### src/rtl/frame_capture_ctrl_if.sv
// Handshake bundle between the color mapper / network side and the frame capture controller.
// The controller takes the slave modport; whoever drives the strobes takes master.
interface frame_capture_ctrl_if #(
    parameter int ADDR_W = 13
);
    logic              Arm;
    logic              Cont;
    logic              RstH;
    logic              Get;
    logic              Get_done;
    logic              x_values;
    logic              Nn_done;
    logic              Wr_en;
    logic [ADDR_W-1:0] Wr_addr;
    logic              Wr_data;
    logic              Nn_start;
    logic              Busy;
    logic              Cap_err;
    logic              Frame_done;

    modport master (
        output Arm, Cont, RstH, Get, Get_done, x_values, Nn_done,
        input  Wr_en, Wr_addr, Wr_data, Nn_start, Busy, Cap_err, Frame_done
    );

    modport slave (
        input  Arm, Cont, RstH, Get, Get_done, x_values, Nn_done,
        output Wr_en, Wr_addr, Wr_data, Nn_start, Busy, Cap_err, Frame_done
    );
endinterface

### src/rtl/frame_capture_ctrl.sv
// Captures one subsampled frame window into the sample buffer, then hands it to the network.
// Sample writes are registered one cycle after the accepted Get; Cap_err is sticky until re-armed.
module frame_capture_ctrl #(
    parameter int SAMPLE_COUNT = 8000,
    parameter int ADDR_W       = 13
) (
    input  logic                 Clk,
    input  logic                 RST,
    frame_capture_ctrl_if.slave  bus
);
    typedef enum logic [2:0] {
        IDLE     = 3'd0,
        WAIT_SOF = 3'd1,
        MARK     = 3'd2,
        CAPTURE  = 3'd3,
        START    = 3'd4,
        INFER    = 3'd5
    } state_t;

    localparam logic [ADDR_W-1:0] LP_SC = ADDR_W'(SAMPLE_COUNT);

    state_t            r_state;
    state_t            w_next;
    logic [ADDR_W-1:0] r_cnt;
    logic [ADDR_W-1:0] w_cnt_nxt;
    logic              w_accept;
    logic              w_err_set;
    logic              w_cnt_clr;
    logic              r_wr_en;
    logic [ADDR_W-1:0] r_wr_addr;
    logic              r_wr_data;
    logic              r_cap_err;
    logic              r_frame_done;

    // A window restart (RstH) in CAPTURE suppresses the sample in that cycle.
    assign w_accept  = (r_state == CAPTURE) && !bus.RstH && bus.Get && (r_cnt < LP_SC);
    assign w_cnt_nxt = w_accept ? (r_cnt + ADDR_W'(1)) : r_cnt;

    always_ff @(posedge Clk) begin
        if (RST) begin
            r_state <= IDLE;
        end else begin
            r_state <= w_next;
        end
    end

    always_comb begin
        w_next    = r_state;
        w_err_set = 1'b0;
        w_cnt_clr = 1'b0;
        case (r_state)
            IDLE: begin
                if (bus.Arm) w_next = WAIT_SOF;
            end
            WAIT_SOF: begin
                if (bus.RstH) begin
                    w_cnt_clr = 1'b1;
                    w_next    = MARK;
                end
            end
            MARK: begin
                if (bus.RstH) begin
                    w_cnt_clr = 1'b1;
                end else if (bus.Get_done) begin
                    w_err_set = 1'b1;
                    w_next    = WAIT_SOF;
                end else if (bus.Get) begin
                    w_next = CAPTURE;
                end
            end
            CAPTURE: begin
                if (bus.RstH) begin
                    w_cnt_clr = 1'b1;
                    w_next    = MARK;
                end else begin
                    if (bus.Get && (r_cnt >= LP_SC)) w_err_set = 1'b1;
                    // Get_done compares against the count including a same-cycle sample.
                    if (bus.Get_done) begin
                        if (w_cnt_nxt == LP_SC) begin
                            w_next = START;
                        end else begin
                            w_err_set = 1'b1;
                            w_next    = WAIT_SOF;
                        end
                    end
                end
            end
            START: begin
                w_next = INFER;
            end
            INFER: begin
                if (bus.Nn_done) w_next = bus.Cont ? WAIT_SOF : IDLE;
            end
            default: begin
                w_next = IDLE;
            end
        endcase
    end

    always_comb begin
        bus.Busy     = (r_state != IDLE);
        bus.Nn_start = (r_state == START);
    end

    always_ff @(posedge Clk) begin
        if (RST) begin
            r_cnt        <= '0;
            r_wr_en      <= 1'b0;
            r_wr_addr    <= '0;
            r_wr_data    <= 1'b0;
            r_cap_err    <= 1'b0;
            r_frame_done <= 1'b0;
        end else begin
            r_cnt        <= w_cnt_clr ? '0 : w_cnt_nxt;
            r_wr_en      <= w_accept;
            r_frame_done <= (r_state == INFER) && bus.Nn_done;
            if (w_accept) begin
                r_wr_addr <= r_cnt;
                r_wr_data <= bus.x_values;
            end
            if ((r_state == IDLE) && bus.Arm) begin
                r_cap_err <= 1'b0;
            end else if (w_err_set) begin
                r_cap_err <= 1'b1;
            end
        end
    end

    assign bus.Wr_en      = r_wr_en;
    assign bus.Wr_addr    = r_wr_addr;
    assign bus.Wr_data    = r_wr_data;
    assign bus.Cap_err    = r_cap_err;
    assign bus.Frame_done = r_frame_done;
endmodule

### src/flat_wrapper.sv
// flat-port wrapper written by rule: the top's interface ports become plain ports
module frame_capture_ctrl_flat 
#(
    parameter int SAMPLE_COUNT = 8000,
    parameter int ADDR_W       = 13
)
  (Clk, RST, bus_Arm, bus_Cont, bus_RstH, bus_Get, bus_Get_done, bus_x_values, bus_Nn_done, bus_Wr_en, bus_Wr_addr, bus_Wr_data, bus_Nn_start, bus_Busy, bus_Cap_err, bus_Frame_done);
  frame_capture_ctrl_if #(.ADDR_W(ADDR_W)) bus_i ();
  input  logic Clk;
  input  logic RST;
  input wire logic [$bits(bus_i.Arm)-1:0] bus_Arm;
  input wire logic [$bits(bus_i.Cont)-1:0] bus_Cont;
  input wire logic [$bits(bus_i.RstH)-1:0] bus_RstH;
  input wire logic [$bits(bus_i.Get)-1:0] bus_Get;
  input wire logic [$bits(bus_i.Get_done)-1:0] bus_Get_done;
  input wire logic [$bits(bus_i.x_values)-1:0] bus_x_values;
  input wire logic [$bits(bus_i.Nn_done)-1:0] bus_Nn_done;
  output wire logic [$bits(bus_i.Wr_en)-1:0] bus_Wr_en;
  output wire logic [$bits(bus_i.Wr_addr)-1:0] bus_Wr_addr;
  output wire logic [$bits(bus_i.Wr_data)-1:0] bus_Wr_data;
  output wire logic [$bits(bus_i.Nn_start)-1:0] bus_Nn_start;
  output wire logic [$bits(bus_i.Busy)-1:0] bus_Busy;
  output wire logic [$bits(bus_i.Cap_err)-1:0] bus_Cap_err;
  output wire logic [$bits(bus_i.Frame_done)-1:0] bus_Frame_done;
  assign bus_i.Arm = bus_Arm;
  assign bus_i.Cont = bus_Cont;
  assign bus_i.RstH = bus_RstH;
  assign bus_i.Get = bus_Get;
  assign bus_i.Get_done = bus_Get_done;
  assign bus_i.x_values = bus_x_values;
  assign bus_i.Nn_done = bus_Nn_done;
  assign bus_Wr_en = bus_i.Wr_en;
  assign bus_Wr_addr = bus_i.Wr_addr;
  assign bus_Wr_data = bus_i.Wr_data;
  assign bus_Nn_start = bus_i.Nn_start;
  assign bus_Busy = bus_i.Busy;
  assign bus_Cap_err = bus_i.Cap_err;
  assign bus_Frame_done = bus_i.Frame_done;
  frame_capture_ctrl #(.SAMPLE_COUNT(SAMPLE_COUNT), .ADDR_W(ADDR_W)) u_core (.Clk(Clk), .RST(RST), .bus(bus_i));
endmodule
### config.mk
export PLATFORM = sky130hd
export DESIGN_NAME = frame_capture_ctrl_flat
export DESIGN_NICKNAME = d
export VERILOG_FILES = /design/src/rtl/frame_capture_ctrl_if.sv /design/src/rtl/frame_capture_ctrl.sv /design/src/flat_wrapper.sv
export SDC_FILE = /design/constraint.sdc
export NUM_CORES = 1
export LEC_CHECK = 0
export ABC_CLOCK_PERIOD_IN_PS = 3200
export BUFFER_PORTS_ARGS = -buffer_cell sky130_fd_sc_hd__clkbuf_2
export CAP_MARGIN = 20
export CORE_UTILIZATION = 35
export CTS_CLUSTER_SIZE = 24
export DETAILED_ROUTE_END_ITERATION = 10
export PLACE_DENSITY = 0.51
export SYNTH_ARGS = -nofsm -noshare
export SYNTH_HDL_FRONTEND = slang
export SYNTH_SLANG_ARGS = --single-unit
### constraint.sdc
create_clock -name Clk -period 3.2 [get_ports Clk]
set_input_delay 0.16 -clock Clk [delete_from_list [all_inputs] [get_ports Clk]]
set_output_delay 0.16 -clock Clk [all_outputs]
set_load 0.02 [all_outputs]
Word level (Yosys, flattened, before mapping) --
Index checks and enable logic that the tools add are counted. W data, S select, Z words.
Operators by class: add/subtract/negate cells 1, magnitude comparators 2, equal/unequal tests 12, mux-type cells 21, reduce and logical (&&, ||, !) cells 13
Operators by type and width (number):
- $mux W3 | 9
- $pmux W3 S6 | 1
- $add A13 B1 Y13 const B | 1
- $eq A13 B13 Y1 const B | 1
- $ge A13 B13 Y1 const B | 1
- $lt A13 B13 Y1 const B | 1
- $mux W13 | 1
- $mux W1 | 9
- $ne A2 B2 Y1 const B | 4
- $eq A3 B2 Y1 const B | 2
- $eq A3 B3 Y1 const B | 2
- $logic_and A1 B1 Y1 | 6
- $ne A3 B3 Y1 const B | 2
- $reduce_and A6 Y1 | 1
- $reduce_or A2 Y1 | 2
- $eq A3 B1 Y1 const B | 1
- $logic_not A3 Y1 | 1
- $reduce_bool A3 Y1 | 1
- $reduce_or A3 Y1 | 1
- $pmux W1 S2 | 1
- $logic_not A1 Y1 | 1
Storage, ports and cells: register bits after elaboration 33, input bits 9, output and inout port bits 19, logic and storage cells 56

Logic depth before layout (Yosys ltp) --
depth in word-level cells 10, depth in mapped cells 7, gate-level depth less buffers 7

Least setup slack after synthesis --
OpenSTA, ideal clock, no wires.
kind register to register, start register u_core.r_state[1], end register u_core.r_state[0], setup time 120 ps, data arrival time 2120 ps, data required time 3080 ps, path slack 961 ps, stages on the path, launching flop included 8, buffers on the path 1, period minus slack after synthesis 2239 ps, cell sequence dfxtp_1 -> buf_6 -> or3b_4 -> nor4_4 -> nand4b_1 -> xor2_1 -> or3_4 -> o31a_1
Between the ends: longest elaborated chain between the ends 10, elaborated cells between the ends (all ways) 22, those cells by class eq/ne (12); mux (5); reduce/logical (5)
Ends and longest elaborated chain:
- start, declared | RTL line frame_capture_ctrl.sv:22 | state_t r_state;
- start signal, assigned | RTL line frame_capture_ctrl.sv:43 | r_state <= w_next;
- $eq A3 B2 Y1 | RTL line frame_capture_ctrl.sv:36, frame_capture_ctrl.sv:51
- $logic_and A1 B1 Y1 (3 in a row) | RTL line frame_capture_ctrl.sv:36 | assign w_accept = (r_state == CAPTURE) && !bus.RstH && bus.Get && (r_cnt < LP_SC);
- $mux W13 | RTL line frame_capture_ctrl.sv:37 | assign w_cnt_nxt = w_accept ? (r_cnt + ADDR_W'(1)) : r_cnt;
- $eq A13 B13 Y1 | RTL line frame_capture_ctrl.sv:79 | if (w_cnt_nxt == LP_SC) begin
- $mux W3 | RTL line frame_capture_ctrl.sv:79
- $mux W3 | RTL line frame_capture_ctrl.sv:78 | if (bus.Get_done) begin
- $mux W3 | RTL line frame_capture_ctrl.sv:72 | if (bus.RstH) begin
- $pmux W3 S6 | RTL line frame_capture_ctrl.sv:51 | case (r_state)
Several ways; a longest one is shown, not always the timed one. The select of a mux whose other input is x is not followed. A chain may end at the register's enable or synchronous reset.

Worst setup path in the final report --
Same ends and word-level chain as after synthesis.

==> results.sh <==
export IMPL_diodes=0
export IMPL_synth_seq_area_share=0.392
export IMPL_ioPinCount=28
export IMPL_antenna_found_initial=0
export IMPL_p_leak_uw=0.000729
export IMPL_syn_cell_area_mm2=0.00169
export IMPL_post_cts_resized=0
export IMPL_setup_slack_ns=0.723
export IMPL_clockBufferDepth=2
export IMPL_grt_pass1_vias=1364
export IMPL_numPortBuffers=27
export IMPL_fin_skew_ns=0.00306
export IMPL_async_flop_share=0
export IMPL_synth_ff_latch_count=33
export IMPL_place_inst=282
export IMPL_clkTransAtPathRegs_ns=0.07
export IMPL_syn_to_final_growth_pct=16.9
export IMPL_comb_power_share=0.099
export IMPL_nets=248
export IMPL_place_gp_congestion=0.837
export IMPL_synth_enable_flop_cells=0
export IMPL_switching_share=0.235
export IMPL_cp_start_kind="register"
export IMPL_drt_total_wl_um=4000
export IMPL_utilization=0.438
export IMPL_synth_top_flop_cell="dfxtp_1"
export IMPL_ant_nets=0
export IMPL_dp_final_hpwl_um=2820
export IMPL_synth_cell_type_count=44
export IMPL_die_area_mm2=0.00510
export IMPL_clock_fmax_mhz=404
export IMPL_cp_max_fo=10
export IMPL_drt_initial_drc_count=85
export IMPL_final_cell_area_mm2=0.00197
export IMPL_clk_latency_ns=0.28
export IMPL_grt_use_total=0.173
export IMPL_h_tree_depth=2
export IMPL_synth_largest_area_cell="dfxtp_1"
export IMPL_drv_cap=0
export IMPL_hold_class="in2reg"
export IMPL_drc_errors=1
export IMPL_routedWlPerCell_um=13.8
export IMPL_hold_buffers=0
export IMPL_hold_viol=0
export IMPL_ys_top_cells_by_area="dfxtp_1 (39%), nand2_1 (8.9%), a21oi_1 (6.8%), nor2_1 (3.6%), xnor2_1 (3.1%)"
export IMPL_die_w_um=71.4
export IMPL_dp_slack_ns=0.785
export IMPL_nFillCells=472
export IMPL_peakVddDrop_v=0.000169
export IMPL_synthCells=213
export IMPL_yosysWarnings=0
export IMPL_first_pass_iters=7
export IMPL_grt_start_max_net_pins=22
export IMPL_slew_violations=0
export IMPL_p_switching_uw=217
export IMPL_cts_root_buf="clkbuf_8"
export IMPL_p_clk_frac=0.435
export IMPL_finalCritPeriodShare=0.774
export IMPL_setup_viol=0
export IMPL_status="complete, but fails checks"
export IMPL_path_class="reg2reg"
export IMPL_drive_above_1_share=0.193
export IMPL_end_kind="register"
export IMPL_synth_top_area_frac=0.392
export IMPL_placed_area_mm2=0.00185
export IMPL_rows=24
export IMPL_rsz0062_at_grt="no"
export IMPL_grt_pass1_wl_um=6810
export IMPL_core_area_mm2=0.00450
export IMPL_initial_core_util=0.374
export IMPL_layout_cells_non_filler=290
export IMPL_min_period_ns=2.48
export IMPL_dieHeight_um=71.4
export IMPL_grt_ovfl_total=0
export IMPL_power_density_mw_per_mm2=470
export IMPL_viasPerCell=5.12
export IMPL_setup_tns_final_ns=0
export IMPL_worst_pin_slew_ns=0.433
export IMPL_cts_tree="done"
export IMPL_syn_nets=224
export IMPL_internal_power_uw=709
export IMPL_violations="DRC"
export IMPL_cts_made_buffers=5
export IMPL_arrival_ns=2.65
export IMPL_vias=1484
export IMPL_cp_required_ns=3.37
export IMPL_post_cts_buffers=0
export IMPL_cts_sinks=33
export IMPL_p_seq_frac=0.466
export IMPL_avgSynthCellArea_um2=7.91
export IMPL_maxSlewHeadroom=0.711
## worst max-delay path, cell delays in order, from the launching register on
cell and delay [ns]:
dfxtp_1 0.48, or3b_4 0.45, nor4_4 0.39, nand4b_1 0.18, xor2_1 0.18, or3_4 0.41
o31a_1 0.28
## synth_stat cells, types with 2 or more instances
master / instances
a21oi_1: 23
and2_1: 2
and3_1: 4
clkbuf_1: 12
dfxtp_1: 33
ha_1: 2
inv_1: 4
mux2i_1: 3
nand2_1: 40
nand2b_1: 2
nand3_1: 7
nand3b_1: 2
nand4_1: 5
nor2_1: 16
nor2b_1: 6
nor3_1: 5
nor3b_1: 2
nor4_1: 2
o2111ai_1: 2
o21ai_0: 5
o21bai_1: 2
o31a_1: 2
o31ai_1: 2
or3_1: 2
xnor2_1: 6
xor2_1: 4
## final cells by class
type	instances	area, um2	share of cell area
clock buffers	7	86.3	0.0438
clock inverters	1	30.0	0.0152
inverters	4	15.0	0.00762
multi-input cells	162	948	0.481
flip-flops and latches	33	661	0.335
well taps	52	65.1	0.0330
repair buffers	31	165	0.0838
## final timing paths
check,start,to,slack (ns),cells past startpoint
max,u_core.r_state[1]$_SDFFE_PP0P_,u_core.r_state[0]$_SDFFE_PP0P_,0.72,6
min,bus_x_values,u_core.bus.Wr_data$_SDFFE_PP0N_,0.1,3
max reg2reg,u_core.r_state[1]$_SDFFE_PP0P_,u_core.r_state[0]$_SDFFE_PP0P_,0.72,6
min reg2reg,u_core.bus.Wr_addr[5]$_SDFFE_PP0N_,u_core.bus.Wr_addr[5]$_SDFFE_PP0N_,0.45,2
## flip-flops by register name (all words and copies together) (netlist names)
name	count
u_core.bus.Wr_en	1
u_core.r_state	3
u_core.bus.Cap_err	1
u_core.bus.Frame_done	1
u_core.r_cnt	13
u_core.bus.Wr_addr	13
u_core.bus.Wr_data	1
## cells by family after synthesis
| group | share of synthesized area |
|---|---|
| AO/OA/AOI/OAI | 0.157 |
| adder cells (fa/ha/maj) | 0.0148 |
| flip-flops | 0.392 |
| buffers and inverters | 0.0453 |
| multiplexers | 0.0178 |
| AND/OR/NAND/NOR | 0.321 |
| XOR/XNOR | 0.0520 |
## cells in the final DEF (no fill, tap or decap), types with 2 or more instances in the layout
cell type,netlist,final
nor2_1,16,16
nand3_1,7,7
nor2b_1,6,6
or3_1,2,2
nor4_1,2,2
a21oi_1,23,23
and2_1,2,2
o31ai_1,2,2
buf_4,0,4
nand4_1,5,5
nor3_1,5,5
nand2_1,40,40
ha_1,2,2
xor2_1,4,4
o21ai_0,5,5
dfxtp_1,33,33
o31a_1,2,2
inv_1,4,4
o2111ai_1,2,2
o21bai_1,2,2
clkbuf_2,0,27
nand3b_1,2,2
clkbuf_8,0,6
nand2b_1,2,2
mux2i_1,3,3
nor3b_1,2,2
xnor2_1,6,6
and3_1,4,4
## power by group through the flow
| stage | logic, uW | clock network, uW | registers (uW) |
|---|---|---|---|
| 6_report | 91.9 | 403 | 431 |
| 2_1_floorplan | 77.8 | 0 | 430 |
| 3_3_place_gp | 93.6 | 0 | 440 |
| 5_1_grt | 103 | 440 | 432 |
| 3_5_place_dp | 92.8 | 0 | 440 |
| 4_1_cts | 93.2 | 418 | 431 |
## stage by stage
step / hold WS, ns / power, uW
final: 0.0973 / 926
after global routing: 0.0980 / 974
after CTS: 0.0886 / 942
after detailed placement: 0.394 / 533
after global placement: 0.387 / 534
after floorplan: 0.296 / 508
## per-layer routing
layer | vias to the layer above | part of all wire | track usage
met3 | 6 | 0.046 | 0.0436
li1 | 785 | - | -
met2 | 32 | 0.42 | 0.241
met5 | - | 0 | 0
met1 | 661 | 0.52 | 0.255
met4 | 0 | 0.014 | 0.0600
(Power assumes the default switching activity.)
